`config.mk`:
```
export PLATFORM = sky130hd
export DESIGN_NAME = uart_rx
export DESIGN_NICKNAME = d
export VERILOG_FILES = /design/src/rtl/uart_rx.sv
export SDC_FILE = /design/constraint.sdc
export NUM_CORES = 1
export LEC_CHECK = 0
export CORE_ASPECT_RATIO = 0.7
export CORE_MARGIN = 2
export CORE_UTILIZATION = 55
export CTS_BUF_LIST = sky130_fd_sc_hd__clkbuf_8
export DETAILED_ROUTE_END_ITERATION = 7
export GPL_TIMING_DRIVEN = 0
export PLACE_DENSITY = 0.79
export SYNTH_ARGS = -nofsm -noshare
export SYNTH_HDL_FRONTEND = slang
export SYNTH_SLANG_ARGS = --single-unit
export TNS_END_PERCENT = 30
```
`constraint.sdc`:
```
create_clock -name clk -period 1.9 [get_ports clk]
set_input_delay 0.285 -clock clk [delete_from_list [all_inputs] [get_ports clk]]
set_output_delay 0.285 -clock clk [all_outputs]
set_load 0.02 [all_outputs]
```
`src/rtl/uart_rx.sv`:
```
// UART receiver: 8N1 frames (8E1 when UART_RX_PARITY_EN is defined) with ready/ack handshake,
// sticky overrun and one-cycle frame/parity error pulses.
module uart_rx #(
   parameter int unsigned CLKS_PER_BIT = 16,
   parameter int unsigned DATA_BITS    = 8
) (
   input  logic                 clk,
   input  logic                 rst,
   input  logic                 rx_in,
   output logic [DATA_BITS-1:0] rx_data,
   output logic                 rx_valid,
   input  logic                 rx_ack,
   output logic                 overrun,
   output logic                 frame_err,
   output logic                 parity_err
);

   localparam int unsigned CW = $clog2(CLKS_PER_BIT);
   localparam int unsigned BW = $clog2(DATA_BITS);
   localparam logic [CW-1:0] FULL = CW'(CLKS_PER_BIT - 1);
   localparam logic [CW-1:0] HALF = CW'(CLKS_PER_BIT / 2 - 1);
   localparam logic [BW-1:0] LAST = BW'(DATA_BITS - 1);

`ifdef UART_RX_PARITY_EN
   typedef enum logic [2:0] {st_idle, st_start, st_data, st_parity, st_stop, st_break} state_t;
`else
   typedef enum logic [2:0] {st_idle, st_start, st_data, st_stop, st_break} state_t;
`endif

   state_t               state;
   logic                 sync1;
   logic                 rxs;
   logic [CW-1:0]        cnt;
   logic [BW-1:0]        nbit;
   logic [DATA_BITS-1:0] shreg;
   logic                 perr;
   logic                 tick;
   logic                 deliver;

   // Start bit waits half a bit so every later sample lands mid-bit.
   always_comb begin
      tick    = (state == st_start) ? (cnt == HALF) : (cnt == FULL);
      deliver = (state == st_stop) && tick && rxs && !perr;
   end

`ifndef UART_RX_PARITY_EN
   assign perr       = 1'b0;
   assign parity_err = 1'b0;
`endif

   always_ff @(posedge clk or posedge rst) begin
      if (rst) begin
         sync1     <= 1'b1;
         rxs       <= 1'b1;
         state     <= st_idle;
         cnt       <= '0;
         nbit      <= '0;
         shreg     <= '0;
         rx_data   <= '0;
         rx_valid  <= 1'b0;
         overrun   <= 1'b0;
         frame_err <= 1'b0;
`ifdef UART_RX_PARITY_EN
         perr       <= 1'b0;
         parity_err <= 1'b0;
`endif
      end else begin
         sync1     <= rx_in;
         rxs       <= sync1;
         frame_err <= 1'b0;
`ifdef UART_RX_PARITY_EN
         parity_err <= 1'b0;
`endif
         cnt <= cnt + CW'(1);
         unique case (state)
            st_idle: begin
               cnt <= '0;
               if (!rxs) begin
                  state <= st_start;
                  nbit  <= '0;
               end
            end
            st_start: begin
               if (tick) begin
                  cnt   <= '0;
                  state <= rxs ? st_idle : st_data;
               end
            end
            st_data: begin
               if (tick) begin
                  cnt   <= '0;
                  shreg <= {rxs, shreg[DATA_BITS-1:1]};
                  nbit  <= nbit + BW'(1);
                  if (nbit == LAST) begin
`ifdef UART_RX_PARITY_EN
                     state <= st_parity;
`else
                     state <= st_stop;
`endif
                  end
               end
            end
`ifdef UART_RX_PARITY_EN
            st_parity: begin
               if (tick) begin
                  cnt   <= '0;
                  perr  <= rxs ^ (^shreg);
                  state <= st_stop;
               end
            end
`endif
            st_stop: begin
               if (tick) begin
                  cnt <= '0;
                  if (!rxs) begin
                     frame_err <= 1'b1;
                     state     <= st_break;
                  end else begin
`ifdef UART_RX_PARITY_EN
                     parity_err <= perr;
`endif
                     state <= st_idle;
                  end
               end
            end
            st_break: begin
               cnt <= '0;
               if (rxs) state <= st_idle;
            end
            default: state <= st_idle;
         endcase

         // Ack is applied before a same-cycle delivery so the new byte still loads.
         if (rx_ack && rx_valid) begin
            rx_valid <= 1'b0;
            overrun  <= 1'b0;
         end
         if (deliver) begin
            if (!rx_valid || rx_ack) begin
               rx_data  <= shreg;
               rx_valid <= 1'b1;
            end else begin
               overrun <= 1'b1;
            end
         end
      end
   end

endmodule

```
==> results.tsv, run 1 <==
metric	value	unit
setup_viol	0	
core_area	0.00222	mm²
skew	4.85	ps
tns	0	ps
grt_usage	18.0	%
crit_chain	ha_1, and4_4, and2_4, buf_6, mux2_2	
ys_types	30	
cpMaxStageDelayCell	dfrtp_1	
period_minus_slack	1640	ps
syn_inst	99	
min_path_type	reg -> reg	
ys_seq_elements	31	
grt-ovfl-total	0	
async_reset_ff_share	100	%
clk_pin_slew	50	ps
syn_area_per_cell	13.6	µm²
crit_buf_inv	1	
synth_fp_nets	106	
cts_tree	yes	
slowest_delay	370	ps
nets	127	
ios	16	
start_util	60.6	%
drv_cap	0	
reg2reg_slack	260	ps
switching_share	31.0	%
crit_arrival	1800	ps
post-route-period-util	86.2	%
num_vias	791	
cts-hold-fix-buffers	0	
die_h	45.4	µm
io_buffers	14	
post_cts_resized	0	
p_sw	569	µW
antenna_found_initial	0	
die_w	63.2	µm
syn_to_final_growth	19.3	%
crit_type	reg -> reg	
hpwl	1520	µm
gp_congestion	0.827	
ant_nets	0	
p_int	1.27	mW
drtIter0Drc	41	
powerDensity	1140	mW/mm²
cp-start-kind	register	
tightestPinTransition	1110	ps
grt_pass1_vias	789	
stdcell_count	153	
postCtsSetupBuffers	0	
required	2060	ps
fp.dieArea	0.00287	mm²
synth_edf_count	0	
hold_viol_final	0	
cp-end-kind	register	
cts_root_buffer	clkbuf_8	
ctsLongestPathBuffers	2	
slew-limit-headroom	25.9	%
grt_max_degree	32	
power_leakage	0.755	nW
placed_cell_area	0.00153	mm²
rows	14	
wl_per_cell	14.0	µm
h-tree-depth	2	
status	completed	
crit_fanout	8	
diodes	0	
power_frac_clock	25.3	%
drc	0	
seq_power_share	48.0	%
rsz0062_at_grt	false	
dp_cells	145	
drive_gt1_share	28.9	%
ys_warn_count	0	
slew_viol_final	0	
wirelength	2150	µm
numCtsBuffers	5	
ir_drop	0.000818	V
max_freq	611	MHz
grt_first_pass_wirelength	3660	µm
drt-vias-per-instance	5.17	
final_area	0.00161	mm²
clock_latency	280	ps
synth_flop_cell	dfrtp_1	
netlist_area	0.00135	mm²
crit_family	simple AND/OR/NAND/NOR gates	
cts_sinks	31	
comb_power_share	26.8	%
ys_seq_area_share	57.8	%
whs	356	ps
dr.pass1.iters	4	
==> power by group through the flow <==
stage / combinational, mW / sequential (mW) / clock (mW)
6_report: 0.493 / 0.882 / 0.465
5_1_grt: 0.556 / 0.901 / 0.507
4_1_cts: 0.498 / 0.882 / 0.481
3_5_place_dp: 0.498 / 0.893 / 0
3_3_place_gp: 0.477 / 0.884 / 0
2_1_floorplan: 0.385 / 0.878 / 0
==> through the flow <==
stage               setup WS, ps  util (%)  power, mW
finish                       263      72.3       1.84
global route                 154      72.3       1.96
CTS                          257      72.3       1.86
detailed placement           208      68.7       1.39
global placement             250      68.7       1.36
floorplan                    359         -       1.26
==> kinds of logic after synthesis <==
family	synth area share [%]
fa+ha+maj	2.79
mux	16.2
xor+xnor	1.95
other cells	0.278
compound gates	6.96
buf+inv	4.18
flops	57.8
simple gates	9.94
==> flip-flops by register name (all words and copies together) (netlist names) <==
signal     cells
rx_data        8
shreg          8
cnt            4
nbit           3
state          3
frame_err      1
overrun        1
rx_valid       1
rxs            1
sync1          1
==> worst paths after layout <==
kind	startpoint	to	cells past startpoint
min in group asynchronous	rst	rx_data[5]	2
max in group asynchronous	rst	rx_data[2]	2
worst max-delay path	cnt[0]	shreg[3]	5
worst max register to register	cnt[0]	shreg[3]	5
worst min register to register	sync1	rxs	0
worst min-delay path	sync1	rxs	0
==> layout by cell type, fill, tap and decap left out, drive strengths merged <==
master | netlist | layout
a211oi | 2 | 2
a21oi | 3 | 3
a22o | 3 | 3
a311oi | 1 | 1
a41o | 1 | 1
a41oi | 1 | 1
and2 | 1 | 1
and2b | 1 | 1
and3 | 2 | 2
and4 | 1 | 1
buf | 4 | 4
clkbuf | 0 | 5
clkdlybuf4s50 | 0 | 14
conb | 1 | 1
dfrtp | 29 | 29
dfstp | 2 | 2
ha | 3 | 3
inv | 4 | 7
mux2 | 19 | 19
nand2 | 2 | 2
nand3 | 1 | 1
nand4 | 1 | 1
nor2 | 8 | 8
nor3 | 1 | 1
nor3b | 2 | 2
o21ai | 2 | 2
or2b | 1 | 1
xnor2 | 2 | 2
xor2 | 1 | 1
==> area by class of cell <==
class,count,area (µm²)
plain buffers,4,41.3
clock buffers,5,68.8
clock inverters,3,11.3
fillers,164,617
inverters,4,15.0
multi-input cells,60,513
flip-flops and latches,31,778
well taps,32,40.0
repair buffers,14,140
==> cells in the mapped netlist (all sizes together), types with 2 or more instances <==
master / n / area share (%)
a211oi: 2 / 1.1
a21oi: 3 / 1.1
a22o: 3 / 2.0
and3: 2 / 1.0
buf: 4 / 3.1
dfrtp: 29 / 54
dfstp: 2 / 3.9
ha: 3 / 2.8
inv: 4 / 1.1
mux2: 19 / 16
nand2: 2 / 0.56
nor2: 8 / 2.2
nor3b: 2 / 1.1
o21ai: 2 / 0.74
xnor2: 2 / 1.3
==> layer usage <==
metal / share of wire, % / up-vias / GRT usage [%]
li1: - / 385 / -
met3: 5.1 / 3 / 9.16
met4: 1.1 / 0 / 8.00
met2: 44 / 17 / 26.2
met5: 0 / - / 0
met1: 49 / 386 / 23.1
Note: power is estimated with default switching activity, not from simulation.
==> run 2, diff against run 1 <==
ABC_AREA = 0   (was unset)
CORE_UTILIZATION = 57   (was 55)
CTS_CLUSTER_DIAMETER = 60   (was unset)
PLACE_DENSITY = 0.81   (was 0.79)
==> results.tsv, run 2 (synthesized netlist as in run 1, its figures left out) <==
metric	value	unit	change
status	completed		unchanged
hold_depth	0		unchanged
crit_family	simple AND/OR/NAND/NOR gates		unchanged
grt_max_degree	32		unchanged
seq_power_share	47.1	%	was 48.0%
io_buffers	14		unchanged
holdCritStartpoint	sync1		unchanged
syn_to_final_growth	19.4	%	was 19.3%
ir_drop	0.000830	V	was 0.000818 V
total_power	1.88	mW	was 1.84 mW
power_leakage	0.754	nW	was 0.755 nW
slew_viol_final	0		unchanged
h-tree-depth	2		unchanged
dr.pass1.iters	4		unchanged
cpMaxStageDelayCell	dfrtp_1		unchanged
die_h	44.7	µm	was 45.4 µm
crit_buf_inv	1		unchanged
post-route-util	73.5	%	was 72.3%
grt-ovfl-total	0		unchanged
postCtsSetupBuffers	0		unchanged
tightestPinTransition	1130	ps	was 1110 ps
r2r-end	shreg[5]		was shreg[3]
cts-hold-fix-buffers	0		unchanged
r2r-start	cnt[0]		unchanged
gp_congestion	0.774		was 0.827
comb_power_share	27.8	%	was 26.8%
drv_cap	0		unchanged
cp-start-kind	register		unchanged
clock_latency	280	ps	about the same
grt_first_pass_wirelength	4160	µm	was 3660 µm
clk_pin_slew	60	ps	was 50 ps
period_minus_slack	1680	ps	was 1640 ps
wl_per_cell	16.2	µm	was 14.0 µm
nFillCells	154		was 164
crit_type	reg -> reg		unchanged
cts_sinks	31		unchanged
diodes	0		unchanged
seq_area	778	µm²	unchanged
drt-vias-per-instance	5.60		was 5.17
cts_tree	yes		unchanged
grt_usage	21.3	%	was 18.0%
power_frac_clock	25.0	%	was 25.3%
reg_top3	rx_data (8), shreg (8), cnt (4)		unchanged
drive_gt1_share	29.8	%	was 28.9%
crit_arrival	1840	ps	was 1800 ps
required	2060	ps	about the same
p_int	1.27	mW	about the same
whs	360	ps	was 356 ps
drc	0		unchanged
start_util	61.5	%	was 60.6%
drtIter0Drc	18		was 41
min_path_type	reg -> reg		unchanged
post_cts_resized	0		unchanged
powerDensity	1170	mW/mm²	was 1140 mW/mm²
hold_viol_final	0		unchanged
reg2regPathDepth	5		unchanged
antenna_found_initial	0		unchanged
die_w	62.1	µm	was 63.2 µm
multi_input_area	513	µm²	unchanged
ant_nets	0		unchanged
fp.dieArea	0.00278	mm²	was 0.00287 mm²
slew-limit-headroom	24.6	%	was 25.9%
cp-end-kind	register		unchanged
num_vias	857		was 791
post-route-period-util	88.2	%	was 86.2%
rows	14		unchanged
max_freq	597	MHz	was 611 MHz
switching_share	32.4	%	was 31.0%
slowest_delay	370	ps	about the same
ctsLongestPathBuffers	2		unchanged
cts_root_buffer	clkbuf_8		unchanged
reg2reg_slack	220	ps	was 260 ps
crit_fanout	8		unchanged
ios	16		unchanged
numCtsBuffers	5		unchanged
layout_common_cells	29 x dfrtp_1, 18 x mux2_2, 14 x clkdlybuf4s50_1, 8 x nor2_1, 6 x inv_1		was 29 x dfrtp_1, 18 x mux2_2, 14 x clkdlybuf4s50_1, 8 x nor2_1, 7 x inv_1
p_sw	611	µW	was 569 µW
core_area	0.00219	mm²	was 0.00222 mm²
crit_chain	ha_1, and4_4, and2_4, buf_6, mux2_2		unchanged
nets	127		unchanged
final_common_cell	dfrtp_1		unchanged
rsz0062_at_grt	false		unchanged
worstHoldEndpoint	rxs		unchanged
startpoint	cnt[0]		unchanged
grt_pass1_vias	842		was 789
skew	7.78	ps	was 4.85 ps
tns	0	ps	unchanged
hpwl	1660	µm	was 1520 µm
wirelength	2490	µm	was 2150 µm
setup_viol	0		unchanged
## run 2: cell types whose count changed in the layout (fill, tap and decap cells not counted), sizes merged
cell	change
inv	-1
clkinv	+1
## run 2: layer usage
layer / global-route usage [%] / share of wire, % / vias up
met5: 0 / 0 / -
met4: 11.1 / 2.4 / 0
met3: 9.92 / 5.8 / 6
met2: 33.9 / 48 / 33
met1: 25.1 / 44 / 428
li1: - / - / 390
## run 2: worst max-delay path by stage
stage / to / depth (start not counted)
after global placement: nbit[0] / 2
after detailed placement: rx_data[7] / 4
after floorplan: nbit[2] / 5
after CTS: shreg[5] / 5
after global routing: shreg[1] / 5
final: shreg[5] / 5
## run 2: power groups by stage
stage | clock network, mW | registers, mW | logic [mW]
4_1_cts | 0.474 | 0.886 | 0.525
6_report | 0.471 | 0.888 | 0.525
3_5_place_dp | 0 | 0.898 | 0.511
5_1_grt | 0.512 | 0.904 | 0.582
3_3_place_gp | 0 | 0.882 | 0.474
2_1_floorplan | 0 | 0.878 | 0.385
## run 2: final cells by class
| cell class | count | area share, % |
|---|---|---|
| buffer | 4 | 2.57 |
| clock buffer | 5 | 4.28 |
| clock inverter | 3 | 0.778 |
| inverter | 4 | 0.933 |
| multi-input combinational | 60 | 31.9 |
| sequential | 31 | 48.4 |
| tap | 32 | 2.49 |
| timing repair buffer | 14 | 8.71 |
## run 2: per-stage QoR
| step | area [µm²] | worst slack [ps] | cells |
|---|---|---|---|
| 2_1_floorplan | 1350 | 359 | 99 |
| 3_3_place_gp | 1530 | 277 | 145 |
| 3_5_place_dp | 1530 | 221 | 145 |
| 4_1_cts | 1610 | 213 | 153 |
| 5_1_grt | 1610 | 144 | 153 |
| 6_report | 1610 | 225 | 153 |
==> run 3, diff against run 2 <==
CAP_MARGIN = 15   (was unset)
==> results.tsv, run 3 (synthesized netlist as in run 1, its figures left out) <==
metric	value	unit	change
drive_gt1_share	30.3	%	was 29.8%
grt_first_pass_wirelength	4160	µm	unchanged
post-route-period-util	88.3	%	was 88.2%
ir_drop	0.000830	V	about the same
nets	128		was 127
crit_type	reg -> reg		unchanged
ctsLongestPathBuffers	2		unchanged
tns	0	ps	unchanged
seq_area	778	µm²	unchanged
grt-ovfl-total	0		unchanged
reg2reg_slack	220	ps	about the same
postCtsSetupBuffers	0		unchanged
crit_arrival	1840	ps	about the same
cp-end-kind	register		unchanged
io_buffers	14		unchanged
wirelength	2480	µm	was 2490 µm
hpwl	1660	µm	unchanged
grt_pass1_vias	842		unchanged
power_leakage	0.767	nW	was 0.754 nW
cpMaxStageDelayCell	dfrtp_1		unchanged
numCtsBuffers	5		unchanged
core_area	0.00219	mm²	unchanged
period_minus_slack	1680	ps	about the same
layout_common_cells	29 x dfrtp_1, 18 x mux2_2, 14 x clkdlybuf4s50_1, 8 x nor2_1, 6 x inv_1		unchanged
ios	16		unchanged
gp_congestion	0.774		unchanged
slowest_delay	370	ps	about the same
wl_per_cell	16.1	µm	was 16.2 µm
dr.pass1.iters	4		unchanged
die_h	44.7	µm	unchanged
drt-vias-per-instance	5.52		was 5.60
post-route-util	74.7	%	was 73.5%
die_w	62.1	µm	unchanged
cp-start-kind	register		unchanged
num_vias	850		was 857
post_cts_resized	0		unchanged
nFillCells	148		was 154
slew_viol_final	0		unchanged
diodes	0		unchanged
reg_top3	rx_data (8), shreg (8), cnt (4)		unchanged
clock_latency	280	ps	about the same
h-tree-depth	2		unchanged
final_common_cell	dfrtp_1		unchanged
crit_fanout	8		unchanged
ant_nets	0		unchanged
rsz0062_at_grt	false		unchanged
max_freq	596	MHz	was 597 MHz
grt_usage	21.3	%	unchanged
cts-hold-fix-buffers	0		unchanged
fin_ws	222	ps	was 225 ps
min_path_type	in -> async		was reg -> reg
required	2060	ps	about the same
drv_cap	0		unchanged
pre_cts_slack	221	ps	unchanged
powerDensity	1150	mW/mm²	was 1170 mW/mm²
reg2regPathDepth	5		unchanged
start_util	61.5	%	unchanged
antenna_found_initial	0		unchanged
multi_input_area	513	µm²	unchanged
crit_chain	ha_1, and4_4, and2_4, buf_6, mux2_2		unchanged
skew	7.42	ps	was 7.78 ps
fp.dieArea	0.00278	mm²	unchanged
clk_pin_slew	60	ps	about the same
cts_root_buffer	clkbuf_8		unchanged
setup_viol	0		unchanged
cts_tree	yes		unchanged
drc	0		unchanged
grt_max_degree	32		unchanged
drtIter0Drc	21		was 18
syn_to_final_growth	21.4	%	was 19.4%
rows	14		unchanged
status	completed		unchanged
cts_sinks	31		unchanged
hold_viol_final	0		unchanged
-- run 3: report_power, final --
part | switching (mW) | leakage, nW | internal (mW) | total [mW]
combinational | 0.270 | 0.314 | 0.260 | 0.530
clock | 0.225 | 0.0505 | 0.245 | 0.470
sequential | 0.115 | 0.402 | 0.774 | 0.888
-- run 3: metrics by stage --
step / cell area (µm²) / power [mW] / cells / hold slack (ps)
global route: 1640 / 2.01 / 154 / 350
CTS: 1610 / 1.89 / 153 / 361
floorplan: 1350 / 1.26 / 99 / 289
global placement: 1530 / 1.36 / 145 / 346
finish: 1640 / 1.89 / 154 / 298
detailed placement: 1530 / 1.41 / 145 / 352
-- run 3: worst paths after layout --
check / to / from
max: shreg[5] / cnt[0]
min: shreg[6] / rst
max reg2reg: shreg[5] / cnt[0]
min reg2reg: rxs / sync1
max in group asynchronous: rxs / rst
min in group clk: rxs / sync1
-- run 3: layout make-up --
class | instances | area share [%]
Inverter | 4 | 0.917
Clock buffer | 5 | 4.20
Timing Repair Buffer | 15 | 10.2
Buffer | 4 | 2.52
Sequential cell | 31 | 47.6
Multi-Input combinational cell | 60 | 31.3
Tap cell | 32 | 2.45
Clock inverter | 3 | 0.765
-- run 3: critical path: cells and delay by family (launching register included) --
kind,cells,cell delay (ps)
simple gates,2,450
flops,1,370
mux,1,340
fa+ha+maj,1,270
buf+inv,1,130
-- run 3: routing by layer --
metal	routed length, µm	track usage, %	part of all wire, %	up-vias
met3	173	9.92	7.0	10
met4	56	11.1	2.3	0
met2	1170	33.9	47	39
met5	0	0	0	-
li1	-	-	-	391
met1	1080	25.1	44	410
